File: config.mk
export PLATFORM = sky130hd
export DESIGN_NAME = sync_fifo_param
export DESIGN_NICKNAME = d
export VERILOG_FILES = /design/src/rtl/sync_fifo_param.sv
export SDC_FILE = /design/constraint.sdc
export NUM_CORES = 1
export LEC_CHECK = 0
export BUFFER_PORTS_ARGS = -buffer_cell sky130_fd_sc_hd__buf_4
export CORE_AREA = 2 2 100 102
export DETAILED_ROUTE_END_ITERATION = 12
export DIE_AREA = 0 0 102 104
export HOLD_SLACK_MARGIN = 0.1
export PLACE_DENSITY = 0.83
export SETUP_SLACK_MARGIN = 0.5
export SLEW_MARGIN = 0
export SYNTH_ARGS = -nofsm -noshare
export SYNTH_HDL_FRONTEND = slang
export SYNTH_SLANG_ARGS = --single-unit
File: constraint.sdc
create_clock -name clk -period 4.4 [get_ports clk]
set_clock_uncertainty 0.1 [all_clocks]
set_input_delay 0.44 -clock clk [delete_from_list [all_inputs] [get_ports clk]]
set_output_delay 0.44 -clock clk [all_outputs]
set_load 0.005 [all_outputs]
File: src/rtl/sync_fifo_param.sv
// Single-clock first-word-fall-through FIFO with level and almost flags, sticky over/underflow.
// Latency: a pushed word is visible on dout one cycle after its push edge; flags follow one edge after their cause.
// Backpressure: push is refused while full unless a pop is taken that same cycle; refused pushes raise overflow.
module sync_fifo_param #(
  parameter int DATA_W   = 8,
  parameter int DEPTH    = 16,
  parameter int AF_LEVEL = 12,
  parameter int AE_LEVEL = 4
) (
  input  logic              clk,
  input  logic              rst_n,
  input  logic              en,
  input  logic              push_in,
  input  logic              pop_in,
  input  logic              flush,
  input  logic              clr_err,
  input  logic [DATA_W-1:0] din,
  output logic [DATA_W-1:0] dout,
  output logic              empty,
  output logic              full,
  output logic              almost_empty,
  output logic              almost_full,
  output logic [$clog2(DEPTH):0] level,
  output logic              overflow,
  output logic              underflow
);

  localparam int AW = $clog2(DEPTH);
  localparam int LW = AW + 1;

  // Storage is deliberately left unreset; only the pointers define what is valid.
  logic [DATA_W-1:0] mem [DEPTH];
  logic [AW-1:0]     wr_ptr;
  logic [AW-1:0]     rd_ptr;
  logic [LW-1:0]     level_q;

  logic pop_acc;
  logic push_acc;
  logic flush_acc;
  logic ovf_set;
  logic unf_set;

  // Status flags come straight from the registered count so they never glitch on inputs.
  assign empty        = (level_q == '0);
  assign full         = (level_q == LW'(DEPTH));
  assign almost_empty = (level_q <= LW'(AE_LEVEL));
  assign almost_full  = (level_q >= LW'(AF_LEVEL));
  assign level        = level_q;

  // Head of queue is read combinationally; meaningless while empty.
  assign dout = mem[rd_ptr];

  // Pop is taken first so a full FIFO can still accept a push in the same cycle.
  always_comb begin
    pop_acc   = en & pop_in & ~empty;
    push_acc  = en & push_in & (~full | pop_acc);
    flush_acc = en & flush;
    ovf_set   = en & push_in & full & ~pop_acc;
    unf_set   = en & pop_in & empty;
  end

  // Write port: accepted push stores din at the write pointer; flush discards the push.
  always_ff @(posedge clk) begin
    if (push_acc && !flush_acc) begin
      mem[wr_ptr] <= din;
    end
  end

  // Pointer and count bookkeeping; flush wins over any push/pop in the same cycle.
  always_ff @(posedge clk or negedge rst_n) begin
    if (!rst_n) begin
      wr_ptr  <= '0;
      rd_ptr  <= '0;
      level_q <= '0;
    end else if (flush_acc) begin
      wr_ptr  <= '0;
      rd_ptr  <= '0;
      level_q <= '0;
    end else begin
      if (push_acc) begin
        wr_ptr <= wr_ptr + AW'(1);
      end
      if (pop_acc) begin
        rd_ptr <= rd_ptr + AW'(1);
      end
      if (push_acc && !pop_acc) begin
        level_q <= level_q + LW'(1);
      end else if (pop_acc && !push_acc) begin
        level_q <= level_q - LW'(1);
      end
    end
  end

  // Sticky error flags: a new error in the same cycle as clr_err keeps the flag set.
  always_ff @(posedge clk or negedge rst_n) begin
    if (!rst_n) begin
      overflow  <= 1'b0;
      underflow <= 1'b0;
    end else begin
      overflow  <= ovf_set | (overflow & ~clr_err);
      underflow <= unf_set | (underflow & ~clr_err);
    end
  end

endmodule
# Word level (Yosys, flattened, before mapping)
# Memories as Yosys holds them, arrays and structs flattened.
# Index checks and enable logic that the tools add are counted.
[totals]
memories = 1
romBits = 0
ff_bits = 15
latch_bits = 0
inputBits = 15
ram_bits = 128
[mem_list]
columns = ["memory", "depth", "width", "read_ports", "rd_ports_with_merged_regs", "wr", "line_no", "text"]
rows = [
  ["mem", 16, 8, 1, 0, 1, "32", "logic [DATA_W-1:0] mem [DEPTH];"],
]
[classes]
order_cmp = 2
n_mux = 9
add_sub_neg = 4
shifts = 0
n_eq_ne = 1
n_div = 0
mul = 0
n_reduce_logical = 10
n_bitwise = 17
[ops]
columns = ["op", "n"]
rows = [
  ["$mux 4", 4],
  ["$mux 5", 3],
  ["$and 1x1->1", 10],
  ["$add 4x1->4 const B", 2],
  ["$add 5x1->5 const B", 1],
  ["$eq 5x5->1 const B", 1],
  ["$ge 5x4->1 const B", 1],
  ["$le 5x3->1 const B", 1],
  ["$logic_not 5->1", 1],
  ["$sub 5x1->5 const B", 1],
  ["$not 1->1", 4],
  ["$reduce_bool 2->1", 2],
  ["$logic_and 1x1->1", 3],
  ["$logic_not 1->1", 3],
  ["$or 1x1->1", 3],
  ["$reduce_bool 3->1", 1],
  ["$mux 1", 2],
]

# Depth between registers and ports, before layout
[logic_depth]
depth_word = 10
depth_mapped = 9

# Worst setup path before layout
# Ideal clock, no wire load.
[synth_path]
path_kind = "reg2reg"
startpoint = "reg level_q[0], in the netlist level[0]"
endpoint = "reg level_q[4], in the netlist level[4]"
path_slack_ns = 1.447
path_buffers = 1
period_less_slack_ns = 2.953
t_arrival_ns = 2.766
path_stages_with_launch = 10
cell_sequence = "dfrtp_1 or4_1 buf_2 a21oi_1 nand2_1 fa_1 a21o_1 a21oi_1 or4b_1 o211ai_1"
[synth_via]
elab_chain_len = 8
elab_cells_between_ends = 17
classes_between = "2 x add/sub; 1 x eq/ne; 3 x mux; 5 x bitwise; 6 x reduce/logical"
[synth_rtl]
columns = ["element", "line_no", "text"]
rows = [
  ["start, declared", "35", "logic [LW-1:0] level_q;"],
  ["start signal, assigned", "87", "level_q <= level_q + LW'(1);"],
  ["start signal, assigned", "89", "level_q <= level_q - LW'(1);"],
  ["branches (longest 8 deep; another with $sub 5x1->5)", "--", ""],
]
# Several ways; the timed one is not identified. The select of a mux whose other input is x is not followed.
# A chain may end at the register's enable or synchronous reset.

# Worst setup path in the final report
[layout_path]
startpoint = "reg rd_ptr[0]"
endpoint = "out dout[3]"
[layout_via]
elab_chain_len = 1
[layout_rtl]
columns = ["element", "line_no", "text"]
rows = [
  ["start, declared", "34", "logic [AW-1:0] rd_ptr;"],
  ["start signal, assigned", "84", "rd_ptr <= rd_ptr + AW'(1);"],
  ["$mem_v2 16x8", "--", ""],
  ["end, declared", "18", "output logic [DATA_W-1:0] dout,"],
]
# No other way between the ends.

==> key figures <==
Status
  – Outcome: finished clean

Clock tree
  – Clk_lat worst skew: 0.52 ns
  – H-tree levels: 4
  – Post-CTS Setup Inserts: 0
  – # clock sinks: between 100 and 150
  – Hold_buf cts: 10
  – Post-cts sizing count: 0
  – Total CTS buffers: 17
  – Clock Path Buffers: 2
  – CTS tree: done
  – Clock Tree Root: clkbuf_8
  – Clock-pin slew on the worst setup and hold paths: approximately 0.07 ns

Placement
  – Placed Cells: between 400 and 500
  – Routability cong.: roughly 0.85
  – Hpwl dp: 7498 um
  – Port Buffer Count: 33

Synth
  – Cells after synthesis: roughly 310
  – Top FF cell, synth: edfxtp_1
  – Cell taking the most area after synthesis: edfxtp_1
  – EDFF count, synth: approximately 130
  – Synth cell types: 47
  – Post-synth top area share: 0.6330
  – Synth area leaders: edfxtp_1, mux4_2, dfrtp_1
  – Syn Area/Cell: just under 20 sq um
  – Synthesized net count: roughly 340
  – Ys async rst share: 0.1049
  – Synthesis-stage register bit count: between 100 and 150
  – Synth Warn #: 0
  – Post-synthesis sequential area ratio: 0.6948
  – Mapped cell area: between 6000 and 7000 sq um

Floorplanning
  – Row Count: 36
  – IO Pins: 34
  – Total core area: about 9500 sq um
  – Initial core utilization: 0.6359
  – Die height: around 100 um
  – Total die area: approximately 11000 sq um
  – Die width: just over 100 um

Worst setup path
  – R2r endpoint: level[4]
  – Setup Crit Path Kind: reg -> out
  – Highest-delay cell along the critical path: mux4_1
  – Crit-path leading delay family: multiplexers
  – CP endpoint kind: output port
  – Worst r2r path cells: 8
  – Data required time at the worst endpoint: approximately 3.9 ns
  – Worst Path Buf+Inv: 2
  – CP max FO: 24
  – CP Launch Type: flip-flop
  – Flop2flop setup slack: about 1.1 ns
  – CP arrival: just under 3 ns
  – Cell Chain, Critical Path: buf_4 > mux4_1 > mux4_2 > buf_4
  – Critical Path Max Stage Delay: 0.64 ns
  – Critical register-to-register path startpoint: level[1]
  – Critical Path Most Common Cell: buf_4

Hold path
  – Worst Hold End: mem[0][6]
  – Hold Path Cell Cnt: 1
  – Hold_sp: din[6]
  – Hold Path Class: in -> reg

STA
  – Final Hold Viols: 0
  – Max Clk Rate: 0.2889 GHz
  – Setup Viol. Count Final: 0
  – Fin crit period: ~3.5 ns
  – Unrepaired setup endpoints after global routing: false
  – Worst Max-Slew Pin Slew: between 1 and 1.5 ns
  – Fin crit share: 0.7868
  – Final Slew Violations: 0
  – Slew margin rel.: 0.1709
  – Setup TNS: 0 ns

Routing
  – DR iter-0 viols: 327
  – Vias: 3205
  – Drt total wl: approximately 13000 um
  – Wirelength per Cell: 25.08 um
  – DRC: 0
  – First-pass DRT Iterations: 6
  – Vias/cell: 6.284
  – DRT antenna net count: 0

GRT
  – Total Routing Usage GR: 0.2598
  – Vias in the first global route: approximately 3.2k
  – Antenna violations before repair: 0
  – Largest net degree at the start of global routing: 25
  – Global-route wire length before repair: between 15000 and 20000 um
  – Gr ovfl total: 0

Layout
  – Layout area overhead: 16.67%
  – Layout Utilization: 0.7419
  – Share of cells above drive strength 1: 0.2785
  – Non-Filler Instances: 510
  – Fin nets: just under 400
  – ANT cells: 0

Power and ir drop
  – Leak: 2.419 nW
  – Pwr dens: ~570 nW/um^2
  – Worst VDD drop: between 0.3 and 0.4 mV
  – Total chip power: 0.004015 W

Run
  – Max-cap violations: 0
[registers in the layout, summed over array words and instances (netlist names)]
name       count
level          5
mem          128
overflow       1
rd_ptr         4
underflow      1
wr_ptr         4
[power breakdown]
group | internal, W | switching, W
combinational | 0.000541 | 0.000430
clock | 0.000768 | 0.000591
sequential | 0.00154 | 0.000148
total | 0.00285 | 0.00117
[cell usage after synthesis (3+ instances only)]
| master | instances |
|---|---|
| o311ai_2 | 3 |
| a21oi_1 | 4 |
| xnor2_1 | 4 |
| mux2i_1 | 4 |
| nand4b_1 | 3 |
| nand2_1 | 14 |
| xor2_1 | 3 |
| nor2_1 | 26 |
| mux4_2 | 27 |
| dfrtp_1 | 15 |
| nor2b_1 | 5 |
| edfxtp_1 | 128 |
| clkbuf_1 | 6 |
| ha_1 | 9 |
| mux4_1 | 13 |
| inv_1 | 7 |
| nand3_1 | 3 |
[worst reg2reg max path: stages, from the launching register on]
cell and delay, ns:
dfrtp_1 0.51, or4_1 0.78, a21oi_1 0.26, nand2_1 0.19, fa_1 0.45, a21o_1 0.19
a21oi_1 0.18, or4b_1 0.45, o211ai_1 0.09
[how the worst max path moves through the flow]
| stage | start | endpoint | slack, ns | cells after the start |
|---|---|---|---|---|
| 6_report | rd_ptr[0] | dout[3] | 0.94 | 4 |
| 5_1_grt | rd_ptr[0] | dout[3] | 0.82 | 4 |
| 4_1_cts | rd_ptr[0] | dout[3] | 0.85 | 4 |
| 3_5_place_dp | level[1] | level[4] | 1.16 | 8 |
| 3_3_place_gp | level[0] | level[4] | 1.26 | 8 |
| 2_1_floorplan | level[0] | level[4] | 1.45 | 9 |
[final cells by class]
cell class,count,area [sq um]
multi-input combinational,148,1729
fill,567,2465
inverter,7,26.28
timing repair buffer,47,377.9
clock inverter,15,150.1
clock buffer,17,414.1
tap,133,166.4
sequential,143,4220
[placed cells by master (no fill, tap or decap), types with 9 or more instances in the layout]
master	n
mux4_2	27
nand2_1	14
nor2_1	26
mux4_1	13
ha_1	9
edfxtp_1	128
clkbuf_16	16
dlygate4sd3_1	10
dfrtp_1	14
buf_4	37
[per-layer routing]
layer / part of all wire / routed length [um] / vias up / track usage
li1: - / - / 1383 / -
met1: 0.37 / 4703 / 1602 / 0.3475
met2: 0.51 / 6563 / 196 / 0.4088
met3: 0.092 / 1176 / 24 / 0.07796
met4: 0.027 / 345 / 0 / 0.09524
met5: 0 / 0 / - / 0
[per-stage QoR]
| step | hold slack [ns] | worst slack (ns) | cell area (sq um) |
|---|---|---|---|
| after floorplan | 0.04441 | 1.447 | 6072 |
| after global placement | 0.2057 | 1.259 | 6420 |
| after detailed placement | 0.2102 | 1.160 | 6420 |
| after CTS | 0.1027 | 0.8546 | 7084 |
| after global routing | 0.1167 | 0.8162 | 7084 |
| final | 0.1217 | 0.9380 | 7084 |
[cell families (layout without fill, tap and decap cells)]
logic type	Yosys count	count (layout)	share of synthesized area
multiplexers	44	44	0.1630
adder cells (fa/ha/maj)	10	10	0.02184
buffers and inverters	21	86	0.02040
AO/OA/AOI/OAI	26	26	0.03936
AND/OR/NAND/NOR	61	61	0.05049
flip-flops	143	143	0.6948
XOR/XNOR	7	7	0.01010
No activity file was read; power rests on OpenSTA's default activity.
